### config.mk
export PLATFORM = sky130hd
export DESIGN_NAME = wb_write_queue
export DESIGN_NICKNAME = d
export VERILOG_FILES = /design/src/rtl/wb_write_queue.sv
export SDC_FILE = /design/constraint.sdc
export NUM_CORES = 1
export LEC_CHECK = 0
export CORE_MARGIN = 2
export CORE_UTILIZATION = 57
export DETAILED_ROUTE_END_ITERATION = 12
export PLACE_DENSITY = 0.81
export SETUP_SLACK_MARGIN = 0.02
export SLEW_MARGIN = 25
export SYNTH_ARGS = -nofsm -noshare
export SYNTH_HDL_FRONTEND = slang
export SYNTH_SLANG_ARGS = --single-unit
### constraint.sdc
create_clock -name clk -period 4.1 [get_ports clk]
set_clock_uncertainty 0.1 [all_clocks]
set_input_delay 1.025 -clock clk [delete_from_list [all_inputs] [get_ports clk]]
set_output_delay 1.025 -clock clk [all_outputs]
set_load 0.02 [all_outputs]
### src/rtl/wb_write_queue.sv
// In-order write-back queue feeding the register file write port, with two bypass lookups.
// Define WBQ_COALESCE_EN to merge requests into a pending entry for the same dest.
module wb_write_queue #(
  parameter int DEPTH = 4,
  parameter int AW    = 2
) (
  input  logic        clk,
  input  logic        rst,
  input  logic        in_valid,
  output logic        in_ready,
  input  logic [3:0]  in_dest,
  input  logic [15:0] in_data,
  input  logic        wb_hold,
  output logic        reg_write_en,
  output logic [3:0]  reg_write_dest,
  output logic [15:0] reg_write_data,
  input  logic [3:0]  lookup_addr_1,
  output logic        lookup_hit_1,
  output logic [15:0] lookup_data_1,
  input  logic [3:0]  lookup_addr_2,
  output logic        lookup_hit_2,
  output logic [15:0] lookup_data_2,
  output logic        empty
);

  localparam logic [AW:0] FULL_CNT = (AW+1)'(DEPTH);

  logic [3:0]    dest_q [DEPTH];
  logic [15:0]   data_q [DEPTH];
  logic [AW-1:0] rd_ptr, wr_ptr;
  logic [AW:0]   count;
  logic          full, pop, push, coal;

  // Handshake: a request transfers on a rising edge with in_valid && in_ready;
  // in_ready depends on stored state (plus in_dest when coalescing), never on in_valid.
  assign full = (count == FULL_CNT);
  assign pop  = (count != '0) && !wb_hold;

`ifdef WBQ_COALESCE_EN
  logic          match_any;
  logic [AW-1:0] match_idx;

  always_comb begin
    match_any = 1'b0;
    match_idx = '0;
    for (int i = 0; i < DEPTH; i++) begin
      if (((AW+1)'(i) < count) && (in_dest != 4'd0) &&
          (dest_q[rd_ptr + AW'(i)] == in_dest)) begin
        match_any = 1'b1;
        match_idx = rd_ptr + AW'(i);
      end
    end
  end

  // A head entry leaving this edge cannot absorb the request; it allocates instead.
  assign in_ready = !full || match_any;
  assign coal     = in_valid && in_ready && match_any && !(pop && (match_idx == rd_ptr));
`else
  assign in_ready = !full;
  assign coal     = 1'b0;
`endif

  assign push  = in_valid && in_ready && (in_dest != 4'd0) && !coal;
  assign empty = (count == '0) && !reg_write_en;

  always_ff @(posedge clk or posedge rst) begin
    if (rst) begin
      rd_ptr         <= '0;
      wr_ptr         <= '0;
      count          <= '0;
      reg_write_en   <= 1'b0;
      reg_write_dest <= 4'd0;
      reg_write_data <= 16'd0;
    end else begin
      if (push) wr_ptr <= wr_ptr + AW'(1);
      if (pop) begin
        rd_ptr         <= rd_ptr + AW'(1);
        reg_write_en   <= 1'b1;
        reg_write_dest <= dest_q[rd_ptr];
        reg_write_data <= data_q[rd_ptr];
      end else begin
        reg_write_en <= 1'b0;
      end
      if (push && !pop)      count <= count + (AW+1)'(1);
      else if (!push && pop) count <= count - (AW+1)'(1);
    end
  end

  // Storage needs no reset: count gates validity of every slot.
  always_ff @(posedge clk) begin
    if (push) begin
      dest_q[wr_ptr] <= in_dest;
      data_q[wr_ptr] <= in_data;
    end
`ifdef WBQ_COALESCE_EN
    else if (coal) begin
      data_q[match_idx] <= in_data;
    end
`endif
  end

  // Walk oldest to youngest so younger matches override; in-flight output is lowest priority.
  function automatic logic [16:0] lookup(input logic [3:0] addr);
    logic [16:0] r;
    r = '0;
    if (addr != 4'd0) begin
      if (reg_write_en && (reg_write_dest == addr)) r = {1'b1, reg_write_data};
      for (int i = 0; i < DEPTH; i++) begin
        if (((AW+1)'(i) < count) && (dest_q[rd_ptr + AW'(i)] == addr))
          r = {1'b1, data_q[rd_ptr + AW'(i)]};
      end
    end
    return r;
  endfunction

  always_comb begin
    {lookup_hit_1, lookup_data_1} = lookup(lookup_addr_1);
    {lookup_hit_2, lookup_data_2} = lookup(lookup_addr_2);
  end

endmodule

After elaboration in Yosys (flattened, before gate mapping)
Memories as Yosys holds them, arrays and structs flattened.
Cells that the tools add are included.

word-level totals
  memories kept = 2
  input bits = 32
  bits in read-only memories = 0
  logic and storage cells = 73
  RAM bits = 80
  output and inout port bits = 57
  bits in latches = 0
  register bits = 28

memory list
  name    words  width  rd ports  clocked after memory_dff  write ports  line  text
  data_q  4      16     4         0                         1            29    logic [15:0] data_q [DEPTH];
  dest_q  4      4      4         0                         1            28    logic [3:0] dest_q [DEPTH];

operators by class
  add/sub/neg operators = 6
  $mul = 0
  $lt $le $gt $ge = 4
  equal/unequal tests = 11
  reduce and logical (&&, ||, !) cells = 27
  shift-type cells = 0
  divide/modulo/power cells = 0
  bitwise gates (word level) = 0
  muxes and demuxes = 17

operators by type and width
  kind                 number
  $mux 17              12
  $eq 4x4->1           10
  $logic_and 1x1->1    16
  $reduce_bool 4->1    3
  $lt 1x3->1 const A   2
  $lt 2x3->1 const A   2
  $mux 3               2
  $logic_not 1->1      5
  $add 2x1->2 const B  2
  $add 2x2->2 const B  2
  $add 3x1->3 const B  1
  $eq 3x3->1 const B   1
  $logic_not 3->1      1
  $mux 1               3
  $reduce_bool 3->1    1
  $sub 3x1->3 const B  1
  $reduce_bool 2->1    1

Logic depth before layout (Yosys ltp)
  word-level depth = 8
  gate-level depth with buffers = 11
  gate-level depth less buffers = 9

Least setup slack after synthesis
Ideal clock, no wire load.

  path type = input -> output
  start point = input port lookup_addr_2[3]
  end point = output port lookup_data_2[10]
  path slack = -0.236 ns
  data required time = 2.975 ns
  stages on the path = 7
  arrival = 3.211 ns
  path buffers = 2
  path through = clkbuf_1 -> xor2_1 -> nor4_1 -> clkbuf_1 -> and3_1 -> o31ai_1 -> a221oi_1

between the ends
  cells in the longest elaborated chain, start to end = 8
  elaborated cells between the ends (all ways) = 17
  classes of those cells = eq/ne: 5; mux: 6; reduce/logical: 6

ends and longest elaborated chain
  element               line  text
  start, declared       20    input logic [3:0] lookup_addr_2,
  $eq 4x4->1            107   if (reg_write_en && (reg_write_dest == addr)) r = {1'b1, reg_write_data};
  $logic_and 1x1->1     107
  $mux 17               107
  $mux 17 (4 in a row)  109   if (((AW+1)'(i) < count) && (dest_q[rd_ptr + AW'(i)] == addr))
  $mux 17 *             106   if (addr != 4'd0) begin
  end, declared         22    output logic [15:0] lookup_data_2,

Mark *: on every way between the ends. The rest lies on a longest branch, timed or not.

Worst setup path in the final report
  start point = register rd_ptr[1]
  end point = output port lookup_data_2[12]

between the ends
  cells in the longest elaborated chain, start to end = 8
  elaborated cells between the ends (all ways) = 18
  classes of those cells = add/sub: 3; eq/ne: 4; mux: 5; reduce/logical: 4; memory: 2

ends and longest elaborated chain
  element                                          line  text
  start, declared                                  30    logic [AW-1:0] rd_ptr, wr_ptr;
  start signal, assigned                           77    rd_ptr <= rd_ptr + AW'(1);
  $add 2x1->2 or $mem_v2 4x4 (tied branches)       -
  $mem_v2 4x4 or $eq 4x4->1 (tied branches)        -
  $eq 4x4->1 or $logic_and 1x1->1 (tied branches)  109
  $logic_and 1x1->1 or $mux 17 (tied branches)     109
  $mux 17 (2 in a row)                             109
  $mux 17 *                                        109
  $mux 17 *                                        106

Marked as above.

==> flow_metrics.py <==
metrics = {
    "status": {
        "status": "complete, but fails checks",
        "violations": "setup timing",
    },
    "floorplanning": {
        "io-pin-count": 89,
        "die_w_um": 120.2,
        "fp.coreArea_sq_um": 13240,
        "rows": 42,
        "die_h_um": 120.2,
        "initial_core_util_pct": 58.14,
        "die_area_sq_um": 14450,
    },
    "power": {
        "power_density_nw_per_um2": 912.5,
        "power_switching_uw": 5125,
        "internal-power_uw": 5661,
        "total_power_uw": 10790,
        "pwr-share-comb_pct": 75.3,
        "clkPwrFrac_pct": 8.4,
        "ir_worst_vdd_mv": 0.5640,
        "leakagePower_uw": 0.004804,
        "p_sw_share_pct": 47.51,
        "p_seq_share_pct": 16.3,
    },
    "sta": {
        "worst_slew_pin_slew_ns": 1.057,
        "hold_viol_final": 0,
        "period_share_pct": 108.2,
        "rsz0062_at_grt": "true",
        "setup_slack_ns": -0.3380,
        "period_needed_ns": 4.438,
        "max_freq_mhz": 225.3,
        "slew_headroom_pct": 29.43,
        "setup-tns-final_ns": -6.102,
        "drv_slew": 0,
        "setup_viol": 33,
    },
    "synth": {
        "ys.flop_type": "edfxtp_1",
        "synth_edf_count": 80,
        "synthCells": 746,
        "yosysUniqueCellTypes": 54,
        "syn_area_sq_um": 7700,
        "ys_seq_area_share_pct": 40.30,
        "syn_nets": 787,
        "yosysWarnings": 0,
        "synthArstFlopShare_pct": 25.93,
        "avgSynthCellArea_sq_um": 10.32,
        "ys_ff_latch": 108,
    },
    "route": {
        "ant_nets": 0,
        "vias": 8219,
        "drt_wl_total_mm": 33.15,
        "drt_iter0_drc": 1320,
        "first_pass_iters": 6,
        "drc": 0,
        "avgViaCountPerCell": 6.959,
        "wire_per_inst_um": 28.07,
    },
    "layout": {
        "area_delta_synth_final_pct": 53.51,
        "diodes": 0,
        "post-route-util_pct": 89.26,
        "final_cell_mix": "buf_4 (153), edfxtp_1 (80), nand2_1 (71)",
        "fin_nets": 1041,
        "final_common_cell": "buf_4",
        "drive_gt1_share_pct": 44.98,
    },
    "global_route": {
        "grt_max_degree": 65,
        "track_usage_pct": 40.82,
        "grt_overflow": 0,
        "grt_pass1_wl_mm": 44.44,
        "grt_pass1_vias": 7573,
        "antenna_found_initial": 0,
    },
    "clock_tree": {
        "cts.sinks": 108,
        "max-clock-path-buffers": 2,
        "numCtsBuffers": 9,
        "cts_tree": "yes",
        "cts.htree.levels": 3,
        "root_buffer": "clkbuf_16",
        "ctsHoldBuffers": 0,
        "cts.clk_slew.worst_paths_ns": 0.09,
        "clk_latency_ns": 0.37,
    },
    "place": {
        "place_ws_ns": -0.9679,
        "dp_hpwl_mm": 18.55,
        "io_buffer_count": 88,
        "gp_congestion": 1.005,
    },
    "critical_path": {
        "cp_max_fo": 12,
        "endpoint_kind": "output pin",
        "critPathRequiredTime_ns": 2.97,
        "path_class": "flop to output pin",
        "critPathArrivalTime_ns": 3.31,
        "start_kind": "flop",
    },
    "run": {
        "cap_violations": 0,
    },
    "min_path": {
        "hp-class": "flop to flop",
    },
}
-- cells by family after synthesis --
group | synth area share, %
fa+ha+maj | 1.462
xor+xnor | 6.045
simple gates | 13.21
flops | 40.30
mux | 19.04
compound gates | 15.32
buf+inv | 4.615
-- layout make-up --
type	count	area, sq um
fill	552	1423
tap	176	220.2
clock inverter	7	68.82
sequential	108	3108
inverter	14	55.05
clock buffer	9	225.2
timing repair buffer	300	3024
multi-input combinational	567	5119
-- synth_stat cells, drive strengths merged (2+ instances only) --
cell,instances,area (sq um)
edfxtp,80,2402
mux2i,80,820.8
nand2,78,292.8
nor2,50,187.7
o21ai,41,216.5
xnor2,37,324.1
mux2,36,405.4
a21oi,34,170.2
buf,31,193.9
clkbuf,29,108.9
dfrtp,28,700.7
a211oi,20,150.1
nor3,19,122.6
a221oi,16,183.9
and3,15,93.84
inv,14,52.55
xor2,14,141.4
a31oi,12,75.07
and2,12,77.58
nand3,12,60.06
o31ai,11,92.58
mux4,10,240.2
ha,9,112.6
o211ai,9,67.56
o311a,9,90.09
nor4,7,43.79
or3,6,37.54
a21boi,5,37.54
a22o,5,43.79
o221ai,5,43.79
nand4,2,12.51
nor2b,2,12.51
-- path summary, 6_finish.rpt --
check	start	end	slack (ns)	depth (start not counted)
setup / recovery	rd_ptr[1]	lookup_data_2[12]	-0.34	13
hold / removal	reg_write_data[10]	reg_write_data[10]	0.46	2
setup reg to reg	count[0]	data_q[0][15]	1.50	8
hold reg to reg	reg_write_data[10]	reg_write_data[10]	0.46	2
max in group asynchronous	rst	rd_ptr[1]	2.04	2
min in group asynchronous	rst	rd_ptr[1]	1.11	2
-- routing by layer --
| layer | routed length (um) | track usage, % | vias to the layer above | part of all wire (%) |
|---|---|---|---|---|
| li1 | - | - | 3318 | - |
| met1 | 11830 | 55.84 | 3921 | 36 |
| met2 | 15200 | 65.63 | 766 | 46 |
| met3 | 3916 | 7.972 | 214 | 12 |
| met4 | 2206 | 13.88 | 0 | 6.7 |
| met5 | 0 | 0 | - | 0 |
-- state kept, by name, summed over array words and instances (netlist names) --
register        flops
dest_q             16
data_q             64
reg_write_en        1
rd_ptr              2
wr_ptr              2
count               3
reg_write_data     16
reg_write_dest      4
-- timing repair --
| item | 4_1_cts | 5_1_grt |
|---|---|---|
| setup endpoints to repair | 34 | 34 |
| endpoints found under the hold margin | 0 | 0 |
| setup buffers | 46 | 19 |
| pin swaps | 52 | 56 |
| resized for setup | 295 | 125 |
| gates cloned | 9 | 3 |
-- stage by stage --
| stage | hold WS (ns) | area [sq um] | instances |
|---|---|---|---|
| after floorplan | 0.4000 | 7731 | 746 |
| after global placement | 0.4205 | 9791 | 1092 |
| after detailed placement | 0.4340 | 9791 | 1092 |
| after CTS | 0.4516 | 11120 | 1162 |
| after global routing | 0.4981 | 11820 | 1181 |
| final | 0.4553 | 11820 | 1181 |
-- critical path, cell delays in order, from the launching register on --
cell	delay [ns]
dfrtp_4	0.51
buf_6	0.15
buf_6	0.13
mux4_2	0.39
xnor2_2	0.24
and3_4	0.24
o21ai_4	0.06
buf_12	0.15
buf_12	0.12
buf_16	0.14
and3_1	0.22
o31ai_4	0.30
a221oi_2	0.11
buf_4	0.17
-- power groups by stage --
stage	clock, uW	sequential, uW	combinational, uW
after floorplan	0	1790	3390
after global placement	0	1740	5900
after detailed placement	0	1770	6050
after CTS	874	1720	6910
after global routing	930	1780	8330
final	901	1760	8120
Note: power is estimated with default switching activity, not from simulation.
